File: src/rtl/sn_api_arbiter.sv
// sn_api_arbiter: round-robin API grant arbiter per transmit window; SN_API_ARB_STATS_EN adds window statistics
module sn_api_arbiter #(
  parameter int P_NUM_NEURONS = 100,
  parameter int P_NUM_OUTPUTS = 3,
  parameter int P_NUM_REQ = P_NUM_NEURONS - P_NUM_OUTPUTS,
  parameter int P_IDX_BW = $clog2(P_NUM_NEURONS - P_NUM_OUTPUTS + 1),
  parameter int P_MAX_GRANTS = P_NUM_REQ
) (
  input  logic                 clk,
  input  logic                 rst_n,
  input  logic                 nc_transmit,
  input  logic [P_NUM_REQ-1:0] api_pending,
  input  logic [P_IDX_BW-1:0]  api_bus,
  output logic [P_NUM_REQ-1:0] api_granted,
  output logic                 api_vld,
  output logic                 tx_busy,
  output logic                 tx_done,
  output logic                 tx_overflow
`ifdef SN_API_ARB_STATS_EN
  ,
  output logic [P_IDX_BW:0]    stat_grants,
  output logic [P_IDX_BW:0]    stat_max_grants
`endif
);
  localparam int CW = P_IDX_BW + 1;
  localparam logic [1:0] S_IDLE = 2'd0, S_GRANT = 2'd1, S_DRAIN = 2'd2, S_DONE = 2'd3;
  localparam logic [CW-1:0] MAXG = CW'(P_MAX_GRANTS);
  logic [1:0] state;
  logic [P_IDX_BW-1:0] rr_ptr, ptr_nxt;
  logic [CW-1:0] grant_cnt;
  logic [P_NUM_REQ-1:0] eligible, hi, sel, onehot;
  // Prefer requesters at or above rr_ptr; fall back to the lowest one to wrap around.
  always_comb begin
    eligible = api_pending & ~api_granted;
    hi = eligible & ~((P_NUM_REQ'(1) << rr_ptr) - P_NUM_REQ'(1));
    sel = |hi ? hi : eligible;
    onehot = sel & (~sel + P_NUM_REQ'(1));
    ptr_nxt = rr_ptr;
    for (int i = 0; i < P_NUM_REQ; i++)
      if (onehot[i]) ptr_nxt = (i == P_NUM_REQ - 1) ? '0 : P_IDX_BW'(i + 1);
  end
  always_ff @(posedge clk or negedge rst_n)
    if (!rst_n) begin
      state <= S_IDLE;
      api_granted <= '0;
      api_vld <= 1'b0;
      tx_overflow <= 1'b0;
      rr_ptr <= '0;
      grant_cnt <= '0;
    end else begin
      case (state)
        S_IDLE: if (nc_transmit) begin
          state <= S_GRANT;
          tx_overflow <= 1'b0;
          grant_cnt <= '0;
        end
        S_GRANT: if (eligible == '0) begin
          api_granted <= '0;
          api_vld <= 1'b0;
          state <= S_DRAIN;
        end else if (grant_cnt < MAXG) begin
          api_granted <= onehot;
          api_vld <= 1'b1;
          rr_ptr <= ptr_nxt;
          grant_cnt <= grant_cnt + 1'b1;
        end else begin
          api_granted <= '0;
          api_vld <= 1'b0;
          tx_overflow <= 1'b1;
          state <= S_DRAIN;
        end
        S_DRAIN: state <= S_DONE;
        default: state <= S_IDLE;
      endcase
    end
  assign tx_busy = state != S_IDLE;
  assign tx_done = state == S_DONE;
`ifdef SN_API_ARB_STATS_EN
  always_ff @(posedge clk or negedge rst_n)
    if (!rst_n) begin
      stat_grants <= '0;
      stat_max_grants <= '0;
    end else if (state == S_DONE) begin
      stat_grants <= grant_cnt;
      if (grant_cnt > stat_max_grants) stat_max_grants <= grant_cnt;
    end
`ifndef SYNTHESIS
  always_ff @(posedge clk)
    if (rst_n && api_vld)
      assert (api_bus != '0 && !$isunknown(api_bus)) else $error("api_bus invalid while api_vld");
`endif
`else
  logic unused_bus;
  assign unused_bus = ^api_bus;
`endif
endmodule
File: config.mk
export PLATFORM = sky130hd
export DESIGN_NAME = sn_api_arbiter
export DESIGN_NICKNAME = d
export VERILOG_FILES = /design/src/rtl/sn_api_arbiter.sv
export SDC_FILE = /design/constraint.sdc
export NUM_CORES = 1
export LEC_CHECK = 0
export CAP_MARGIN = 25
export CORE_MARGIN = 3
export CORE_UTILIZATION = 40
export CTS_CLUSTER_DIAMETER = 80
export CTS_CLUSTER_SIZE = 25
export DETAILED_ROUTE_END_ITERATION = 10
export SYNTH_ARGS = -nofsm -noshare
export SYNTH_HDL_FRONTEND = slang
export SYNTH_SLANG_ARGS = --single-unit
File: constraint.sdc
create_clock -name clk -period 6.8 [get_ports clk]
set_clock_uncertainty 0.1 [all_clocks]
set_input_delay 0.68 -clock clk [delete_from_list [all_inputs] [get_ports clk]]
set_output_delay 0.68 -clock clk [all_outputs]
set_load 0.02 [all_outputs]
# == After elaboration in Yosys (flattened, before gate mapping) ==
# Index checks and enable logic that the tools add are counted.
# word_totals
regBits,116
out_inout_bits,101
inputBits,107
elab_cells,150
# classes
n_bitwise,7
n_lt_le_gt_ge,1
n_addsub,3
mux,114
n_reduce_logical,10
n_eq_ne,8
shifts,1
# ops
op,count
$mux W7,97
$and A97 B97 Y97,3
$mux W97,3
$not A97 Y97,3
$add A97 B1 Y97 const B,1
$logic_not A97 Y1,1
$reduce_bool A97 Y1,1
$reduce_or A97 Y1,1
$shl A1 B7 Y97 const A,1
$sub A97 B1 Y97 const B,1
$mux W8,3
$pmux W8 S2,1
$reduce_and A4 Y1,3
$add A8 B1 Y8 const B,1
$lt A8 B7 Y1 const B,1
$ne A2 B2 Y1 const B,4
$mux W2,3
$pmux W2 S3,1
$mux W1,5
$eq A2 B2 Y1 const B,2
$reduce_bool A2 Y1,2
$ne A3 B3 Y1 const B,1
$eq A2 B1 Y1 const B,1
$logic_not A2 Y1,1
3 further kinds,3

# == Longest topological paths before layout ==
# logic_depth
depth_word,106
mapped_depth,27
mapped_depth_nobuf,18

# == Worst setup path before layout ==
# OpenSTA, ideal clock, no wires.
# synth_path
path_kind,reg2reg
start,reg rr_ptr[0]
end,reg rr_ptr[1]
required_ns,6.563
t_arrival_ns,5.792
setup_time_ns,0.137
path_stages_with_launch,25
synth_period_minus_slack_ns,6.029
path_buffers,6
slack_ns,0.771
cell_sequence,dfrtp_1 > clkbuf_1 > buf_2 > nor3_1 > clkbuf_1 > nand2_1 > ha_1 > or3_1 > a32oi_2 > o21ai_1 > or4_1 > or4_1 > nor4b_2 > nand4_1 > or4_1 > buf_2 > buf_6 > buf_6 > a21o_1 > a21boi_1 > a2111oi_2 > o2111ai_1 > nor4b_2 > o2111a_1 > a32oi_1
# synth_between
elab_chain_cells,105
word_cells_on_any_way,107
classes_between,add/sub: 2; shift: 1; mux: 97; bitwise: 4; reduce/logical: 3
# synth_lines
element,line_no,source
start: declaration,29,"logic [P_IDX_BW-1:0] rr_ptr, ptr_nxt;"
start signal: assignment,64,rr_ptr <= ptr_nxt;
$shl A1 B7 Y97 (*),35,hi = eligible & ~((P_NUM_REQ'(1) << rr_ptr) - P_NUM_REQ'(1));
$sub A97 B1 Y97 (*),35,
$not A97 Y97 (*),35,
$and A97 B97 Y97 (*),35,
$reduce_or A97 Y1,36,sel = |hi ? hi : eligible;
$mux W97 (*),36,
$not A97 Y97,37,onehot = sel & (~sel + P_NUM_REQ'(1));
$add A97 B1 Y97,37,
$and A97 B97 Y97 (*),37,
$mux W7 (96 in series),40,if (onehot[i]) ptr_nxt = (i == P_NUM_REQ - 1) ? '0 : P_IDX_BW'(i + 1);
# Every way passes the cells marked *; elsewhere a longest branch is shown, timed or not.
# A chain may end at the register's enable or synchronous reset.

# == Worst setup path after layout ==
# layout_path
start,reg rr_ptr[3]
end,reg rr_ptr[3]
# The elaborated chain is that of the path after synthesis.

==> flow_summary.json <==
{
  "initial_core_util_pct": 40.68,
  "netlist_instances": 1763,
  "cp_data_arrival_time_ns": 6.95,
  "synth.area.top_cells": "dfrtp_1 23%, nand2_1 5.5%, o2bb2ai_1 5.1%, nor2_1 4.9%, nand2b_1 4.1%",
  "synth_warnings": 0,
  "grt_use_total_pct": 42.29,
  "rr_endpoint": "rr_ptr[3]$_DFFE_PN0P_",
  "antenna_found_initial": 3,
  "overflow": 0,
  "grt_pass1_wl_um": 107600,
  "ant_nets": 0,
  "tightest_slew_ns": 1.098,
  "hold_path_class": "input pin to async pin",
  "nets": 2457,
  "grt_pass1_vias": 17030,
  "path_cells": "buf_12 > or4b_4 > o221a_2 > a31oi_1 > nor3_1 > or4_1 > or4_1 > nor4b_4 > nand4_1 > buf_4 > nor4_2 > buf_4 > buf_4 > a41oi_1 > a21oi_1 > nor4b_1 > buf_4 > o21ai_0 > and3b_1 > a41oi_1",
  "crit_path_start_kind": "flip-flop",
  "synth_top_area_cell": "dfrtp_1",
  "dpl_worst_slack_ns": 0.09868,
  "syn_area_per_cell_um2": 7.300,
  "critical-path-top-delay-family": "simple AND/OR/NAND/NOR gates",
  "slowest_stage": "a21oi_1",
  "regToRegSetupSlack_ns": 0.09,
  "ff2ff_path_depth": 20,
  "power.density_mw_per_mm2": 459.2,
  "cts_sinks": 116,
  "yosysUniqueCellTypes": 91,
  "vias": 17960,
  "status": "finished clean",
  "cpPeakStageDelay_ns": 0.68,
  "tns_ns": 0,
  "synth-main-ff-cell": "dfrtp_1",
  "clk_latency_ns": 0.46,
  "drt-total-wl_um": 74680,
  "synth_fp_nets": 1877,
  "finalCritPeriodShare_pct": 98.75,
  "fmax_ghz": 0.1489,
  "p_leak_nw": 7.962,
  "max_slew_margin_pct": 26.77,
  "grt_max_degree": 89,
  "ys_seq_elements": 116,
  "finalHoldViolCount": 0,
  "area.growth.synth_to_final_pct": 48.96,
  "vias_per_cell": 6.511,
  "critPathBufInv": 5,
  "synth_edf_count": 0,
  "htreeDepth": 4,
  "place_congestion": 1.055,
  "rr_startpoint": "rr_ptr[3]$_DFFE_PN0P_",
  "finalWorstSetupSlack_ns": 0.08505,
  "drtIter0Drc": 2513,
  "firstDrtPassIters": 6,
  "slew_viol_final": 0,
  "fillerInstances": 2912,
  "fp.coreArea_mm2": 0.03164,
  "cts-root-buf": "clkbuf_16",
  "period_minus_slack_ns": 6.715,
  "cts_buffer_depth": 2,
  "port_buffers": 200,
  "numPlacedInstances": 2726,
  "crit_type": "flip-flop to flip-flop",
  "worstPathMaxFanout": 37,
  "drc_errors": 0,
  "setup_violations": 0,
  "synth_top_area_share_pct": 22.55,
  "diodes": 0,
  "cts.reportedPaths.clkPinSlew_ns": 0.06,
  "total_power_mw": 8.803,
  "ios": 208,
  "critical_path_required_ns": 7.03,
  "whs_ns": 0.1726,
  "num_rows": 65,
  "synth_seq_area_share_pct": 22.55,
  "die_h_um": 185.4,
  "drive_gt1_share_pct": 24.75,
  "cts_inserted_buffers": 17,
  "fp.dieW_um": 185.4,
  "wire_per_inst_um": 27.08,
  "drv_cap": 0,
  "die_area_mm2": 0.03436,
  "hpwl_um": 60430,
  "path_common_cell": "buf_4",
  "cts_tree": "built",
  "synthArstFlopShare_pct": 100.0,
  "end_kind": "flip-flop",
  "layoutNonFillerInstCount": 2758,
  "vdd_drop_max_uv": 426.5,
  "synth_area_mm2": 0.01287
}
## flip-flops by register name, indices dropped and copies added, names as in the netlist
register	count
api_vld	1
state	2
rr_ptr	7
api_granted	97
tx_overflow	1
grant_cnt	8
## layer usage
layer / up-vias / share of wire [%] / global-route usage, %
li1: 7866 / - / -
met1: 8629 / 42 / 57.71
met2: 1224 / 41 / 61.86
met3: 231 / 12 / 12.49
met4: 8 / 5.0 / 18.46
met5: - / 0.062 / 0
## power by group
group | leakage [nW] | internal [mW] | switching [mW]
sequential | 1.60 | 0.776 | 0.0955
clock | 0.259 | 0.487 | 0.393
combinational | 6.11 | 2.96 | 4.09
total | 7.96 | 4.22 | 4.58
## worst register-to-register path, delay by kind of cell (launching register included)
kind	cells	cell delay, ns
compound gates	6	1.76
buf+inv	5	1.16
simple gates	9	3.11
flops	1	0.46
## cells in the mapped netlist, types with 11 or more instances
master	instances
a211oi_1	19
a21o_1	25
a21oi_1	91
a31oi_1	17
and2_1	25
and3_1	26
buf_2	38
clkbuf_1	46
dfrtp_1	116
inv_1	33
mux2i_1	12
nand2_1	187
nand2b_1	84
nand3_1	76
nand3b_1	15
nand4_1	41
nand4b_1	11
nor2_1	169
nor2b_1	62
nor3_1	70
nor3b_1	11
nor4_1	31
nor4b_1	17
o2111ai_1	12
o211ai_1	22
o21a_1	12
o21ai_0	83
o22ai_1	25
o2bb2ai_1	75
or2_2	17
or3_1	26
or4_1	20
xnor2_1	19
xor2_1	18
## logic make-up (layout without fill, tap and decap cells)
group | Yosys count | count (layout) | synth area share, %
AOI/OAI and AO/OA | 513 | 513 | 28.49
xor gates and xnor gates | 37 | 37 | 2.518
adders and majority gates | 7 | 7 | 0.6805
buffers and inverters | 139 | 732 | 5.065
DFF | 116 | 116 | 22.55
muxes | 16 | 16 | 1.283
and+or+nand+nor | 935 | 935 | 39.41
## area by class of cell
class / count / area, µm² / area share, %
multi-input cells: 1508 / 9473 / 49.41
repair buffers: 665 / 5603 / 29.23
clock buffers: 19 / 452.9 / 2.363
well taps: 402 / 503.0 / 2.624
inverters: 35 / 131.4 / 0.6853
clock inverters: 13 / 100.1 / 0.5221
flip-flops and latches: 116 / 2908 / 15.17
## worst max path at each step
stage                           from                     to  slack [ns]  depth (start not counted)
2_1_floorplan  rr_ptr[0]$_DFFE_PN0P_  rr_ptr[1]$_DFFE_PN0P_        0.77                         24
3_3_place_gp   rr_ptr[4]$_DFFE_PN0P_  rr_ptr[0]$_DFFE_PN0P_        0.17                         21
3_5_place_dp   rr_ptr[6]$_DFFE_PN0P_  rr_ptr[0]$_DFFE_PN0P_         0.1                         21
4_1_cts        rr_ptr[6]$_DFFE_PN0P_  rr_ptr[0]$_DFFE_PN0P_        0.07                         21
5_1_grt        rr_ptr[3]$_DFFE_PN0P_  rr_ptr[3]$_DFFE_PN0P_      -0.006                         22
6_report       rr_ptr[3]$_DFFE_PN0P_  rr_ptr[3]$_DFFE_PN0P_        0.09                         20
## placed cells by master (no fill, tap or decap), types with 12 or more instances in the layout
master           instances
buf_4                  457
clkdlybuf4s50_1        199
nand2_1                185
nor2_1                 168
dfrtp_1                112
a21oi_1                 90
nand2b_1                84
o21ai_0                 83
nand3_1                 76
o2bb2ai_1               75
nor3_1                  68
nor2b_1                 62
nand4_1                 41
inv_1                   33
or3_1                   26
and3_1                  26
nor4_1                  25
a21o_1                  25
o22ai_1                 24
and2_1                  24
o211ai_1                22
or4_1                   19
xnor2_1                 19
xor2_1                  18
or2_2                   17
a211oi_1                17
a31oi_1                 17
clkbuf_16               17
nor4b_1                 16
nand3b_1                15
o21a_1                  12
mux2i_1                 12
o2111ai_1               12
## repair_timing
| action | CTS | global route |
|---|---|---|
| endpoints found under the hold margin | 0 | 0 |
| buffers inserted | 0 | 0 |
| resized for setup | 0 | 31 |
| hold buffers | 0 | 0 |
| endpoints found under the setup margin | 0 | 7 |
## per-stage QoR
stage	util [%]	instance area [µm²]
2_1_floorplan	-	12870
5_1_grt	60.60	19170
3_5_place_dp	58.37	18470
6_report	60.60	19170
3_3_place_gp	58.37	18470
4_1_cts	60.12	19020
No activity file was read; power rests on OpenSTA's default activity.
